### config.mk
export PLATFORM = sky130hd
export DESIGN_NAME = alu_result_framer_flat
export DESIGN_NICKNAME = d
export VERILOG_FILES = /design/src/rtl/alu_result_framer_pkg.sv /design/src/rtl/alu_result_framer_if.sv /design/src/rtl/alu_result_framer.sv /design/src/flat_wrapper.sv
export SDC_FILE = /design/constraint.sdc
export NUM_CORES = 1
export LEC_CHECK = 0
export ABC_AREA = 1
export BUFFER_PORTS_ARGS = -buffer_cell sky130_fd_sc_hd__buf_2
export CAP_MARGIN = 20
export CORE_UTILIZATION = 42
export DETAILED_ROUTE_END_ITERATION = 10
export PLACE_DENSITY_LB_ADDON = 0.12
export SYNTH_ARGS = -nofsm -noshare
export SYNTH_HDL_FRONTEND = slang
export SYNTH_SLANG_ARGS = --single-unit
### constraint.sdc
create_clock -name clk -period 1.7 [get_ports clk]
set_input_delay 0.17 -clock clk [delete_from_list [all_inputs] [get_ports clk]]
set_output_delay 0.17 -clock clk [all_outputs]
set_load 0.02 [all_outputs]
### src/rtl/alu_result_framer_pkg.sv
// Shared types and constants for the ALU result framer: FSM states, byte width
// and the status byte layout.
package alu_frame_pkg;

  localparam int BYTE_W         = 8;
  localparam int STAT_CARRY_BIT = 0;
  localparam logic [BYTE_W-1:0] STAT_BYTE_BASE = 8'h00;

  typedef enum logic [1:0] {
    IDLE = 2'd0,
    DATA = 2'd1,
    STAT = 2'd2
  } frame_state_e;

  function automatic logic [BYTE_W-1:0] status_byte(input logic carry);
    logic [BYTE_W-1:0] b;
    b                 = STAT_BYTE_BASE;
    b[STAT_CARRY_BIT] = carry;
    return b;
  endfunction

endpackage

### src/rtl/alu_result_framer_if.sv
// Byte-wide TX stream with valid/ready handshake between the framer and its consumer.
interface alu_result_framer_if;
  import alu_frame_pkg::*;

  logic [BYTE_W-1:0] tx_data;
  logic              tx_valid;
  logic              tx_ready;

  modport master (output tx_data, output tx_valid, input tx_ready);
  modport slave  (input tx_data, input tx_valid, output tx_ready);

endinterface

### src/rtl/alu_result_framer.sv
// Captures an ALU result on each rising edge of res_valid and streams it out
// LSB byte first, optionally followed by a carry status byte.
module alu_result_framer
  import alu_frame_pkg::*;
#(
  parameter int RES_WIDTH   = 32,
  parameter bit SEND_STATUS = 1'b1
) (
  input  logic                 clk,
  input  logic                 rst,
  input  logic [RES_WIDTH-1:0] res_data,
  input  logic                 res_carry,
  input  logic                 res_valid,
  input  logic                 clr_ovr,
  alu_result_framer_if.master  tx,
  output logic                 busy,
  output logic                 frame_done,
  output logic                 overrun
);

  localparam int NBYTES = RES_WIDTH / BYTE_W;
  localparam int CNT_W  = (NBYTES > 1) ? $clog2(NBYTES) : 1;
  localparam logic [CNT_W-1:0] LAST_IDX = CNT_W'(NBYTES - 1);

  frame_state_e        state_r, next_state_s;
  logic [CNT_W-1:0]    cnt_r, cnt_s, next_idx_s;
  logic [RES_WIDTH-1:0] capture_r, capture_s;
  logic                carry_r, carry_s;
  logic                valid_q_r;
  logic [BYTE_W-1:0]   tx_data_r, tx_data_s;
  logic                tx_valid_r, tx_valid_s;
  logic                frame_done_r, frame_done_s;
  logic                overrun_r, overrun_s;
  logic                busy_r;
  logic                rise_s, xfer_s, last_s;

  assign rise_s     = res_valid & ~valid_q_r;
  assign xfer_s     = tx_valid_r & tx.tx_ready;
  assign last_s     = (cnt_r == LAST_IDX);
  assign next_idx_s = cnt_r + CNT_W'(1);

  // State register
  always_ff @(posedge clk) begin
    if (rst) begin
      state_r <= IDLE;
    end else begin
      state_r <= next_state_s;
    end
  end

  // Next-state decode
  always_comb begin
    next_state_s = state_r;
    case (state_r)
      IDLE: begin
        if (rise_s) next_state_s = DATA;
        else        next_state_s = IDLE;
      end
      DATA: begin
        if (xfer_s && last_s) next_state_s = SEND_STATUS ? STAT : IDLE;
        else                  next_state_s = DATA;
      end
      STAT: begin
        if (xfer_s) next_state_s = IDLE;
        else        next_state_s = STAT;
      end
      default: next_state_s = IDLE;
    endcase
  end

  // Next values for the datapath and registered outputs
  always_comb begin
    tx_data_s    = tx_data_r;
    tx_valid_s   = tx_valid_r;
    frame_done_s = 1'b0;
    cnt_s        = cnt_r;
    capture_s    = capture_r;
    carry_s      = carry_r;
    case (state_r)
      IDLE: begin
        if (rise_s) begin
          capture_s  = res_data;
          carry_s    = res_carry;
          tx_data_s  = res_data[BYTE_W-1:0];
          tx_valid_s = 1'b1;
          cnt_s      = '0;
        end else begin
          tx_data_s  = '0;
          tx_valid_s = 1'b0;
        end
      end
      DATA: begin
        if (xfer_s && !last_s) begin
          cnt_s     = next_idx_s;
          tx_data_s = capture_r[next_idx_s*BYTE_W +: BYTE_W];
        end else if (xfer_s && SEND_STATUS) begin
          tx_data_s = status_byte(carry_r);
        end else if (xfer_s) begin
          tx_data_s    = '0;
          tx_valid_s   = 1'b0;
          frame_done_s = 1'b1;
        end else begin
          tx_data_s  = tx_data_r;
          tx_valid_s = tx_valid_r;
        end
      end
      STAT: begin
        if (xfer_s) begin
          tx_data_s    = '0;
          tx_valid_s   = 1'b0;
          frame_done_s = 1'b1;
        end else begin
          tx_data_s  = tx_data_r;
          tx_valid_s = tx_valid_r;
        end
      end
      default: begin
        tx_data_s  = '0;
        tx_valid_s = 1'b0;
      end
    endcase
  end

  // A rise outside IDLE drops the result; a new drop beats a same-cycle clear
  always_comb begin
    if (rise_s && (state_r != IDLE)) overrun_s = 1'b1;
    else if (clr_ovr)                overrun_s = 1'b0;
    else                             overrun_s = overrun_r;
  end

  // Datapath and output registers
  always_ff @(posedge clk) begin
    if (rst) begin
      tx_data_r    <= '0;
      tx_valid_r   <= 1'b0;
      frame_done_r <= 1'b0;
      overrun_r    <= 1'b0;
      busy_r       <= 1'b0;
      cnt_r        <= '0;
      capture_r    <= '0;
      carry_r      <= 1'b0;
      valid_q_r    <= 1'b0;
    end else begin
      tx_data_r    <= tx_data_s;
      tx_valid_r   <= tx_valid_s;
      frame_done_r <= frame_done_s;
      overrun_r    <= overrun_s;
      busy_r       <= (next_state_s != IDLE);
      cnt_r        <= cnt_s;
      capture_r    <= capture_s;
      carry_r      <= carry_s;
      valid_q_r    <= res_valid;
    end
  end

  assign tx.tx_data  = tx_data_r;
  assign tx.tx_valid = tx_valid_r;
  assign busy        = busy_r;
  assign frame_done  = frame_done_r;
  assign overrun     = overrun_r;

endmodule

### src/flat_wrapper.sv
// flat-port wrapper written by rule: the top's interface ports become plain ports
module alu_result_framer_flat import alu_frame_pkg::*;
#(
  parameter int RES_WIDTH   = 32,
  parameter bit SEND_STATUS = 1'b1
)
  (clk, rst, res_data, res_carry, res_valid, clr_ovr, busy, frame_done, overrun, tx_tx_data, tx_tx_valid, tx_tx_ready);
  alu_result_framer_if tx_i ();
  input  logic clk;
  input  logic rst;
  input  logic [RES_WIDTH-1:0] res_data;
  input  logic res_carry;
  input  logic res_valid;
  input  logic clr_ovr;
  output logic busy;
  output logic frame_done;
  output logic overrun;
  output wire logic [$bits(tx_i.tx_data)-1:0] tx_tx_data;
  output wire logic [$bits(tx_i.tx_valid)-1:0] tx_tx_valid;
  input wire logic [$bits(tx_i.tx_ready)-1:0] tx_tx_ready;
  assign tx_tx_data = tx_i.tx_data;
  assign tx_tx_valid = tx_i.tx_valid;
  assign tx_i.tx_ready = tx_tx_ready;
  alu_result_framer #(.RES_WIDTH(RES_WIDTH), .SEND_STATUS(SEND_STATUS)) u_core (.clk(clk), .rst(rst), .res_data(res_data), .res_carry(res_carry), .res_valid(res_valid), .clr_ovr(clr_ovr), .tx(tx_i), .busy(busy), .frame_done(frame_done), .overrun(overrun));
endmodule
==> results.py <==
metrics = {
    "synth": {
        "ys_ff_latch": 50,
        "seq_area_frac_synth": 0.465,
        "syn_area_um2": 2150,
        "syn-instance-count": 298,
        "synth_top_area_cell": "dfxtp_1",
        "yosys.area.top_type_share": 0.465,
        "synth_area_per_cell_um2": 7.23,
        "yosys-top-cells-area": "dfxtp_1 (46%), nand2_1 (13%), a21oi_1 (6.0%)",
        "yosys_warnings": 0,
        "synth.distinct_cells": 23,
        "syn-num-nets": 337,
    },
    "drt": {
        "dr_total_vias": 1922,
        "routed_via_density": 4.65,
        "detail_route.first_pass.iterations": 4,
        "drt-wirelength-per-cell_um": 11.8,
        "drc_errors": 0,
        "totalWireLength_mm": 4.86,
        "drtIter0Drc": 86,
        "detail-route-antenna-nets": 0,
    },
    "cells_and_area": {
        "area_growth_pct": 17.0,
        "nets": 384,
        "nFillCells": 502,
        "diodes": 0,
        "drive_above_1_share": 0.211,
        "final_core_util": 0.523,
        "final_cell_area_um2": 2520,
    },
    "global_route": {
        "use_met3": 0.0549,
        "met2_usage": 0.308,
        "grt_most_used_layer": "met2",
        "grt_pass1_wl_mm": 8.13,
        "met1_usage": 0.278,
        "grt_pass1_vias": 1712,
        "grt_start_max_net_pins": 28,
        "track_usage": 0.203,
        "antenna_found_initial": 0,
        "overflow": 0,
    },
    "placement": {
        "gp_congestion": 0.769,
        "io_buffers": 49,
        "dp_slack_ns": 0.390,
        "place_area_um2": 2430,
        "dp.final_hpwl_mm": 3.54,
    },
    "cts": {
        "worstSkewPairLatency_ns": 0.31,
        "cts_root_buffer": "clkbuf_8",
        "path_clk_slew_ns": 0.09,
        "ctsHoldBuffers": 0,
        "cts_sinks": 50,
        "h-tree-depth": 2,
        "cts_tree": "done",
        "numCtsBuffers": 5,
        "cts_buffer_depth": 2,
        "postCtsSetupBuffers": 0,
        "postCtsResizedCells": 0,
    },
    "setup_path": {
        "cp.arrival_ns": 1.58,
        "crit_required_ns": 1.95,
        "crit_fanout": 8,
        "crit_buf_inv": 1,
        "worstRegToRegCells": 8,
        "crit_top_cell": "nand2_1",
        "criticalPathCategory": "flop to flop",
        "max_stage_delay_ns": 0.32,
        "cp-end-kind": "flop",
        "crit_cells": 8,
        "critPathTopFamily": "simple AND/OR/NAND/NOR gates",
        "cp_slowest_cell": "dfxtp_1",
        "path_cells": "ha_1, inv_1, nand3_1, nand2_1, nand2_1, nand2_1, nand2_1, a21oi_1",
        "startpoint_type": "flop",
    },
    "sta": {
        "worst_pin_slew_ns": 0.712,
        "tns_ns": 0,
        "setup_ws_ns": 0.369,
        "max_freq_mhz": 752,
        "hold_viol_final": 0,
        "final-setup-viol-count": 0,
        "rsz0062_at_grt": "no",
        "skew_ns": 0.00664,
        "finalCritPeriodShare": 0.783,
        "fin_crit_ns": 1.33,
        "drv_slew": 0,
        "slew_headroom": 0.525,
    },
    "power": {
        "power_frac_comb": 0.142,
        "p_leak_uw": 0.00123,
        "internal_power_uw": 1710,
        "p_total_uw": 2330,
        "peakVddDrop_uv": 416,
        "pwr-share-seq": 0.552,
        "p_sw_frac": 0.266,
        "power_density_nw_per_um2": 924,
        "p_switching_uw": 620,
        "clockPowerShare": 0.306,
    },
    "floorplan": {
        "dieArea_um2": 5420,
        "start_util": 0.447,
        "chipHeight_um": 73.6,
        "num_rows": 25,
        "fp.coreArea_um2": 4820,
        "io_pins": 50,
        "fp.dieW_um": 73.6,
    },
    "outcome": {
        "outcome": "complete, no violations",
    },
    "hold_path": {
        "worstHoldPathCells": 3,
        "hp-class": "primary input to flop",
    },
    "flow_run": {
        "maxCapViolations": 0,
    },
}
[flip-flops by register name, indices dropped and copies added, names as in the netlist]
register	cells
u_core.busy	1
u_core.capture_r	32
u_core.carry_r	1
u_core.cnt_r	2
u_core.frame_done	1
u_core.overrun	1
u_core.state_r	2
u_core.tx.tx_data	8
u_core.tx.tx_valid	1
u_core.valid_q_r	1
[layout by cell type (no fill, tap or decap)]
cell / n
clkbuf_1: 1
a21oi_1: 26
o21a_1: 1
nand2_1: 72
nand2_2: 1
inv_2: 3
a31oi_1: 1
nor2_1: 33
buf_2: 49
o211ai_1: 12
clkinv_2: 1
o21ai_1: 3
a21oi_2: 2
o21ai_0: 25
clkbuf_8: 6
nor3_1: 1
dfxtp_1: 50
ha_1: 1
inv_4: 1
nor2_2: 1
nand3_1: 15
inv_1: 32
buf_4: 8
nor3_2: 1
[cell families (layout without fill, tap and decap cells)]
kind of cell,Yosys count,count (layout),share of synthesized area
DFF,50,50,0.465
adders and majority gates,1,1,0.00581
AOI/OAI and AO/OA,70,70,0.182
buffers and inverters,53,101,0.117
and+or+nand+nor,124,124,0.231
[synthesized netlist by cell type]
cell,n
inv_1,32
buf_2,8
buf_6,4
a21oi_1,26
inv_4,1
nand2_2,1
nor2_2,1
dfxtp_1,50
nor3_2,1
a21oi_2,2
o211ai_1,12
o21a_1,1
a31oi_1,1
nor3_1,1
o21ai_1,3
nor2_1,33
inv_2,3
nand3_1,15
o21ai_0,25
clkbuf_1,2
buf_4,3
nand2_1,72
ha_1,1
[routing by layer]
| layer | share of wire | up-vias | routed length [um] |
|---|---|---|---|
| met5 | 0 | - | 0 |
| met2 | 0.44 | 37 | 2120 |
| met4 | 0.011 | 0 | 54 |
| met1 | 0.50 | 836 | 2450 |
| met3 | 0.049 | 4 | 237 |
| li1 | - | 1045 | - |
[layout make-up]
| class | instances | area [um2] | share of cell area |
|---|---|---|---|
| Clock inverter | 1 | 5.00 | 0.00199 |
| Inverter | 36 | 138 | 0.0546 |
| Timing Repair Buffer | 57 | 305 | 0.121 |
| Clock buffer | 7 | 86.3 | 0.0343 |
| Sequential cell | 50 | 1000 | 0.397 |
| Tap cell | 67 | 83.8 | 0.0333 |
| Multi-Input combinational cell | 195 | 901 | 0.357 |
[worst min-delay path, cell delays in order]
cell and delay [ns]:
buf_2 0.07, nor2_1 0.03, nor2_1 0.08
[stage by stage]
stage / std cells / hold WS, ns
6_report: 413 / 0.0829
3_3_place_gp: 405 / 0.399
2_1_floorplan: 298 / 0.277
5_1_grt: 413 / 0.0840
3_5_place_dp: 405 / 0.404
4_1_cts: 413 / 0.0747
[final timing paths]
path,from,to,slack (ns)
min,res_data[29],u_core.capture_r[29],0.08
max,u_core.cnt_r[0],u_core.tx.tx_data[0],0.37
max reg2reg,u_core.cnt_r[0],u_core.tx.tx_data[0],0.37
min reg2reg,u_core.tx.tx_data[0],u_core.tx.tx_data[0],0.47
[power by group through the flow]
stage	Clock (uW)	Combinational (uW)	Sequential [uW]
finish	713	331	1280
global route	787	381	1300
CTS	745	335	1290
detailed placement	0	333	1310
global placement	0	329	1310
floorplan	0	218	1320
Power figures use the tool's default switching activity.
